==> config.mk <==
export PLATFORM = sky130hd
export DESIGN_NAME = led_status_arbiter
export DESIGN_NICKNAME = d
export VERILOG_FILES = /design/src/rtl/led_pkg.sv /design/src/rtl/led_timebase.sv /design/src/rtl/led_status_arbiter.sv
export SDC_FILE = /design/constraint.sdc
export NUM_CORES = 1
export LEC_CHECK = 0
export BUFFER_PORTS_ARGS = -buffer_cell sky130_fd_sc_hd__buf_2
export CAP_MARGIN = 10
export CORE_ASPECT_RATIO = 0.7
export CORE_UTILIZATION = 52
export DETAILED_ROUTE_END_ITERATION = 6
export MAX_ROUTING_LAYER = met4
export PLACE_DENSITY = 0.78
export SKIP_LAST_GASP = 1
export SYNTH_ARGS = -nofsm -noshare
export SYNTH_HDL_FRONTEND = slang
export SYNTH_SLANG_ARGS = --single-unit
==> constraint.sdc <==
create_clock -name clk -period 3.7 [get_ports clk]
set_clock_uncertainty 0.2 [all_clocks]
set_input_delay 0.185 -clock clk [delete_from_list [all_inputs] [get_ports clk]]
set_output_delay 0.185 -clock clk [all_outputs]
set_load 0.01 [all_outputs]
==> src/rtl/led_pkg.sv <==
// -----------------------------------------------------------------------------
// led_pkg
//   Shared types and timing constants for the status-LED arbiter.
//   led_mode_e  : per-source display mode as presented on req_mode
//   arb_state_e : arbiter FSM state
//   *_HALF_MS   : half-period lengths (ms) for blink and breathe patterns
// -----------------------------------------------------------------------------
package led_pkg;

   typedef enum logic [1:0] {
      SOLID   = 2'b00,
      BLINK1  = 2'b01,
      BLINK4  = 2'b10,
      BREATHE = 2'b11
   } led_mode_e;

   typedef enum logic {
      IDLE = 1'b0,
      SHOW = 1'b1
   } arb_state_e;

   localparam int BLINK1_HALF_MS  = 500;
   localparam int BLINK4_HALF_MS  = 125;
   localparam int BREATHE_HALF_MS = 1000;

endpackage

==> src/rtl/led_timebase.sv <==
// -----------------------------------------------------------------------------
// led_timebase
//   Free-running timebase for the status-LED arbiter.
//   Ports:
//     clk, rst_n : clock, asynchronous active-low reset
//     ms_tick    : one-clk pulse every CLK_HZ/1000 clocks
//     pwm_cnt    : PWM counter, free-running modulo 2^PWM_BITS
//     pwm_wrap   : high in the last count of each PWM period
// -----------------------------------------------------------------------------
module led_timebase #(
   parameter int CLK_HZ   = 12_000_000,
   parameter int PWM_BITS = 8
) (
   input  logic                clk,
   input  logic                rst_n,
   output logic                ms_tick,
   output logic [PWM_BITS-1:0] pwm_cnt,
   output logic                pwm_wrap
);

   localparam int DIV   = CLK_HZ / 1000;
   localparam int DIV_W = (DIV > 1) ? $clog2(DIV) : 1;

   logic [DIV_W-1:0] ms_cnt;

   assign ms_tick  = (ms_cnt == DIV_W'(DIV - 1));
   assign pwm_wrap = &pwm_cnt;

   // NOTE: registers use non-blocking assignments so every flop samples pre-edge values.
   always_ff @(posedge clk or negedge rst_n) begin
      if (!rst_n) begin
         ms_cnt  <= '0;
         pwm_cnt <= '0;
      end else begin
         ms_cnt  <= ms_tick ? '0 : ms_cnt + DIV_W'(1);
         pwm_cnt <= pwm_cnt + PWM_BITS'(1);
      end
   end

endmodule

==> src/rtl/led_status_arbiter.sv <==
// -----------------------------------------------------------------------------
// led_status_arbiter
//   Shares one common-anode RGB status LED among NUM_REQ sources. Fixed
//   priority (index 0 highest) with a minimum display time, per-grant latched
//   colour and mode, blink timing, global PWM brightness, active-low pins.
//   Ports:
//     clk, rst_n          : clock, asynchronous active-low reset
//     req[NUM_REQ]        : level request per source
//     req_rgb[3*NUM_REQ]  : {r,g,b} per source, source i at [3i+2:3i]
//     req_mode[2*NUM_REQ] : led_mode_e per source, source i at [2i+1:2i]
//     brightness          : global duty, taken at each PWM wrap
//     grant               : one-hot owner, zero when idle
//     busy                : |grant
//     led_red/green/blue  : registered active-low pad drives (1 = off)
//   Build option:
//     LED_BREATHE_EN : mode BREATHE ramps duty 0 -> brightness -> 0 over
//                      2 x 1000 ms; when undefined BREATHE shows as SOLID.
// -----------------------------------------------------------------------------
module led_status_arbiter
   import led_pkg::*;
#(
   parameter int NUM_REQ     = 4,
   parameter int CLK_HZ      = 12_000_000,
   parameter int PWM_BITS    = 8,
   parameter int MIN_HOLD_MS = 100
) (
   input  logic                  clk,
   input  logic                  rst_n,
   input  logic [NUM_REQ-1:0]    req,
   input  logic [3*NUM_REQ-1:0]  req_rgb,
   input  logic [2*NUM_REQ-1:0]  req_mode,
   input  logic [PWM_BITS-1:0]   brightness,
   output logic [NUM_REQ-1:0]    grant,
   output logic                  busy,
   output logic                  led_red,
   output logic                  led_green,
   output logic                  led_blue
);

   localparam int IDX_W  = (NUM_REQ > 1) ? $clog2(NUM_REQ) : 1;
   localparam int HOLD_W = (MIN_HOLD_MS > 0) ? $clog2(MIN_HOLD_MS + 1) : 1;

   logic                ms_tick;
   logic [PWM_BITS-1:0] pwm_cnt;
   logic                pwm_wrap;

   led_timebase #(
      .CLK_HZ   (CLK_HZ),
      .PWM_BITS (PWM_BITS)
   ) u_timebase (
      .clk      (clk),
      .rst_n    (rst_n),
      .ms_tick  (ms_tick),
      .pwm_cnt  (pwm_cnt),
      .pwm_wrap (pwm_wrap)
   );

   arb_state_e          state;
   logic [IDX_W-1:0]    owner;
   logic [2:0]          lat_rgb;
   led_mode_e           lat_mode;
   logic [HOLD_W-1:0]   hold_ms;
   logic [8:0]          half_cnt;
   logic                blink_on;
   logic [PWM_BITS-1:0] brt_reg;

   logic [IDX_W-1:0]    top_idx;
   logic                any_req;
   logic                hold_met;
   logic                load;
   logic                drop;
   logic [8:0]          half_last;
   logic [PWM_BITS-1:0] duty;
   logic                blink_ok;
   logic [2:0]          lit;

`ifdef LED_BREATHE_EN
   localparam logic [10:0] PHASE_LAST = 11'(2 * BREATHE_HALF_MS - 1);
   localparam logic [10:0] RAMP_TOP   = 11'(BREATHE_HALF_MS);
   localparam logic [PWM_BITS+10:0] RAMP_DIV = (PWM_BITS + 11)'(BREATHE_HALF_MS);
   logic [10:0]          phase_ms;
   logic [10:0]          ramp;
   logic [PWM_BITS+10:0] prod;
`endif

   assign busy     = |grant;
   assign hold_met = (hold_ms == HOLD_W'(MIN_HOLD_MS));

   // Arbitration decision: load takes the best requester as a fresh grant,
   // drop returns to IDLE. Both only fire once the hold time is met in SHOW.
   always_comb begin
      // NOTE: every combinational output gets a default first so no latch is inferred.
      top_idx = '0;
      any_req = |req;
      load    = 1'b0;
      drop    = 1'b0;
      for (int i = NUM_REQ - 1; i >= 0; i--) begin
         if (req[i]) top_idx = IDX_W'(i);
      end
      if (state == IDLE) begin
         load = any_req;
      end else if (hold_met) begin
         if (!req[owner]) begin
            load = any_req;
            drop = !any_req;
         end else if (top_idx < owner) begin
            load = 1'b1;
         end
      end
   end

   assign half_last = (lat_mode == BLINK1) ? 9'(BLINK1_HALF_MS - 1) : 9'(BLINK4_HALF_MS - 1);

   always_ff @(posedge clk or negedge rst_n) begin
      if (!rst_n) begin
         state    <= IDLE;
         grant    <= '0;
         owner    <= '0;
         lat_rgb  <= '0;
         lat_mode <= SOLID;
         hold_ms  <= '0;
         half_cnt <= '0;
         blink_on <= 1'b0;
`ifdef LED_BREATHE_EN
         phase_ms <= '0;
`endif
      end else if (load) begin
         state    <= SHOW;
         grant    <= NUM_REQ'(1) << top_idx;
         owner    <= top_idx;
         lat_rgb  <= req_rgb[3*top_idx +: 3];
         lat_mode <= led_mode_e'(req_mode[2*top_idx +: 2]);
         hold_ms  <= '0;
         half_cnt <= '0;
         blink_on <= 1'b1;      // every pattern starts in its on-phase
`ifdef LED_BREATHE_EN
         phase_ms <= '0;
`endif
      end else if (drop) begin
         state <= IDLE;
         grant <= '0;
      end else if (state == SHOW && ms_tick) begin
         if (!hold_met) hold_ms <= hold_ms + HOLD_W'(1);
         if (half_cnt == half_last) begin
            half_cnt <= '0;
            blink_on <= !blink_on;
         end else begin
            half_cnt <= half_cnt + 9'd1;
         end
`ifdef LED_BREATHE_EN
         phase_ms <= (phase_ms == PHASE_LAST) ? '0 : phase_ms + 11'd1;
`endif
      end
   end

   // Duty and per-channel lit decision from registered state only.
   always_comb begin
      duty = brt_reg;
`ifdef LED_BREATHE_EN
      // Triangle 0..1000..0 over one 2000 ms period, scaled onto brightness.
      ramp = (phase_ms > RAMP_TOP) ? 11'(2 * BREATHE_HALF_MS) - phase_ms : phase_ms;
      prod = {11'd0, brt_reg} * {{PWM_BITS{1'b0}}, ramp};
      if (lat_mode == BREATHE) duty = PWM_BITS'(prod / RAMP_DIV);
`endif
      blink_ok = ((lat_mode != BLINK1) && (lat_mode != BLINK4)) || blink_on;
      lit      = (state == SHOW && blink_ok && (pwm_cnt < duty)) ? lat_rgb : 3'b000;
   end

   // brightness is only taken at the PWM wrap so a period never mixes two duties.
   always_ff @(posedge clk or negedge rst_n) begin
      if (!rst_n) begin
         brt_reg   <= '0;
         led_red   <= 1'b1;
         led_green <= 1'b1;
         led_blue  <= 1'b1;
      end else begin
         if (pwm_wrap) brt_reg <= brightness;
         led_red   <= ~lit[2];
         led_green <= ~lit[1];
         led_blue  <= ~lit[0];
      end
   end

endmodule

==> flow_metrics.tcl <==
set metrics [dict create \
    status "completed" \
    wirelength_microns 6520 \
    synth_cells 320 \
    power_density_mw_per_mm2 377 \
    tightest_slew_ns 1.06 \
    whs_path_depth 3 \
    drc 0 \
    timing.final.crit_share 0.771 \
    cp.required_ns 3.76 \
    drive_gt1_frac 0.192 \
    grt_max_degree 34 \
    grt-busiest-layer "met2" \
    largest_reg_flops 14 \
    die_h_microns 68.2 \
    hpwlAfterDp_microns 4730 \
    io_buffers 41 \
    cts_root_buffer "clkbuf_8" \
    cts_tree "built" \
    routedWlPerCell_microns 14.3 \
    start_kind "flip-flop" \
    min-delay-start "req[0]" \
    io_pins 42 \
    syn_area_sq_mm 0.00326 \
    synth.ff_latch_count 62 \
    ys_types 42 \
    max_clock_freq_mhz 350 \
    viasPerCell 5.48 \
    end_kind "flip-flop" \
    worst-r2r-setup-slack_ns 0.85 \
    rsz0062_at_grt "false" \
    vias 2498 \
    critical_path_class "flip-flop to flip-flop" \
    finalCriticalPeriod_ns 2.85 \
    fin_nets 423 \
    grt_pass1_vias 2454 \
    ant_nets 0 \
    first_pass_iters 5 \
    dp_slack_ns 0.866 \
    htreeDepth 3 \
    clockBufferDepth 2 \
    avgSynthCellArea_sq_um 10.2 \
    hold_path.class "input port to flip-flop" \
    use_met3 0.0478 \
    finalSetupViolations 0 \
    grt_use_met1 0.306 \
    drtIter0Drc 134 \
    syn2layout_area_growth_pct 18.7 \
    p_leak_uw 0.00183 \
    ir_worst_vdd_uv 206 \
    critPathMaxFanout 20 \
    r2r_end "half_cnt[8]" \
    cts_setup_buffers 0 \
    crit_arrival_ns 2.91 \
    seq_area_frac_synth 0.478 \
    grt_use_met2 0.364 \
    cts_num_sinks 62 \
    insertion_delay_ns 0.34 \
    fillers 496 \
    core_sq_mm 0.00587 \
    gr-total-overflow 0 \
    holdPathEnd "grant[0]" \
    power_uw 1460 \
    top_register "u_timebase.ms_cnt" \
    syn_nets 367 \
    diodes 0 \
    maxCapViolCount 0 \
    hold_viol 0 \
    fin_util 0.659 \
    reg_top3 "u_timebase.ms_cnt x14, half_cnt x9" \
    max_slew_margin 0.287 \
    cts_buffers 9 \
    clk_pin_slew_ns 0.06 \
    hold_slack_ns 0.0320 \
    setup-tns-final_ns 0 \
    rr_startpoint "u_timebase.ms_cnt[5]" \
    antenna_found_initial 0 \
    die-width_microns 96.6 \
    routabilityCongestion 0.875 \
    final_max_slew_viol_count 0 \
    worst_slack_ns 0.847 \
    dieArea_sq_mm 0.00659 \
    grt_usage 0.233 \
    start_util 0.555 \
    rows 23 \
    synth_warnings 0 \
    grt_pass1_wl_microns 11100 \
    r2r_cells 5 \
]
## how the worst max path moves through the flow
stage,from,to,slack (ns),cells after the start
after floorplan,u_timebase.ms_cnt[5],half_cnt[7],1.17,7
after global routing,u_timebase.ms_cnt[5],half_cnt[7],0.68,5
after CTS,u_timebase.ms_cnt[5],half_cnt[7],0.86,5
after global placement,u_timebase.ms_cnt[5],half_cnt[8],1.01,5
after detailed placement,u_timebase.ms_cnt[5],half_cnt[7],0.87,5
final,u_timebase.ms_cnt[5],half_cnt[8],0.85,5
## layer usage
| layer | part of all wire | up-vias |
|---|---|---|
| met5 | 0 | - |
| met4 | 0.010 | 0 |
| met3 | 0.045 | 4 |
| met2 | 0.44 | 58 |
| met1 | 0.50 | 1196 |
| li1 | - | 1240 |
## area by class of cell
class                           count  area [sq um]  area share
Inverter                           14          52.6      0.0136
Timing Repair Buffer               56           348      0.0899
Tap cell                           75          93.8      0.0243
Sequential cell                    62          1560       0.402
Multi-Input combinational cell    233          1600       0.414
Clock inverter                      4          72.6      0.0188
Clock buffer                       12           145      0.0375
## Yosys cell counts (all sizes together)
| master | instances | area (sq um) |
|---|---|---|
| a21o | 4 | 30.0 |
| nand3 | 19 | 95.1 |
| and4 | 1 | 8.76 |
| a22oi | 1 | 7.51 |
| mux2i | 19 | 190 |
| o21a | 2 | 15.0 |
| or4b | 2 | 23.8 |
| nor4 | 4 | 40.0 |
| nor4b | 1 | 8.76 |
| nand2 | 32 | 120 |
| clkbuf | 8 | 30.0 |
| and3 | 7 | 43.8 |
| nand3b | 1 | 7.51 |
| o21ai | 12 | 63.8 |
| nor2 | 24 | 90.1 |
| a2111oi | 1 | 8.76 |
| nor2b | 2 | 12.5 |
| nand2b | 4 | 25.0 |
| inv | 14 | 52.6 |
| and4b | 1 | 10.0 |
| o31a | 1 | 8.76 |
| ha | 13 | 163 |
| xnor2 | 12 | 105 |
| mux2 | 8 | 90.1 |
| nand4 | 10 | 62.6 |
| or3b | 1 | 8.76 |
| o211ai | 4 | 30.0 |
| dfrtp | 59 | 1480 |
| nor3b | 2 | 15.0 |
| nor3 | 3 | 15.0 |
| a21oi | 11 | 55.1 |
| xor2 | 12 | 105 |
| or4 | 4 | 30.0 |
| dfstp | 3 | 78.8 |
| buf | 3 | 21.3 |
| and2 | 1 | 6.26 |
| a2bb2oi | 6 | 52.6 |
| or3 | 8 | 50.1 |
## worst max-delay path: stages, from the launching register on
cell	delay, ns
dfrtp_1	0.45
or4b_4	0.56
nor4_4	0.48
o21ai_2	0.35
or4_1	0.58
a21oi_1	0.15
## cells by family after synthesis
| group | synth area share |
|---|---|
| buf+inv | 0.0319 |
| flops | 0.478 |
| mux | 0.0861 |
| fa+ha+maj | 0.0499 |
| compound gates | 0.0834 |
| simple gates | 0.207 |
| xor+xnor | 0.0645 |
## where the power goes
part	internal (uW)	switching, uW
combinational	51.1	48.5
clock	397	256
sequential	696	9.88
## per-stage QoR
stage	instance area, sq um	cells
6_report	3870	456
5_1_grt	3870	456
4_1_cts	3870	456
3_5_place_dp	3530	428
3_3_place_gp	3530	428
2_1_floorplan	3260	320
## placed cells by master, fill, tap and decap left out, drive strengths merged, types with 2 or more instances in the layout
cell type	n
xnor2	12
clkbuf	12
nor4	4
o211ai	4
nor3b	2
o21ai	12
dlygate4sd3	12
or3	8
buf	44
and3	7
a2bb2oi	6
dfstp	3
mux2i	19
nand3	19
a21o	4
bufinv	2
mux2	8
or4	4
nor2	24
nor3	3
nor2b	2
nand4	10
inv	14
dfrtp	59
a21oi	11
o21a	2
or4b	2
xor2	12
nand2b	4
ha	13
nand2	32
## what timing repair did
action,CTS,global route
endpoints found under the hold margin,39,0
hold buffers,12,0
gates resized for setup,0,0
setup endpoints to repair,0,0
Power figures use the tool's default switching activity.
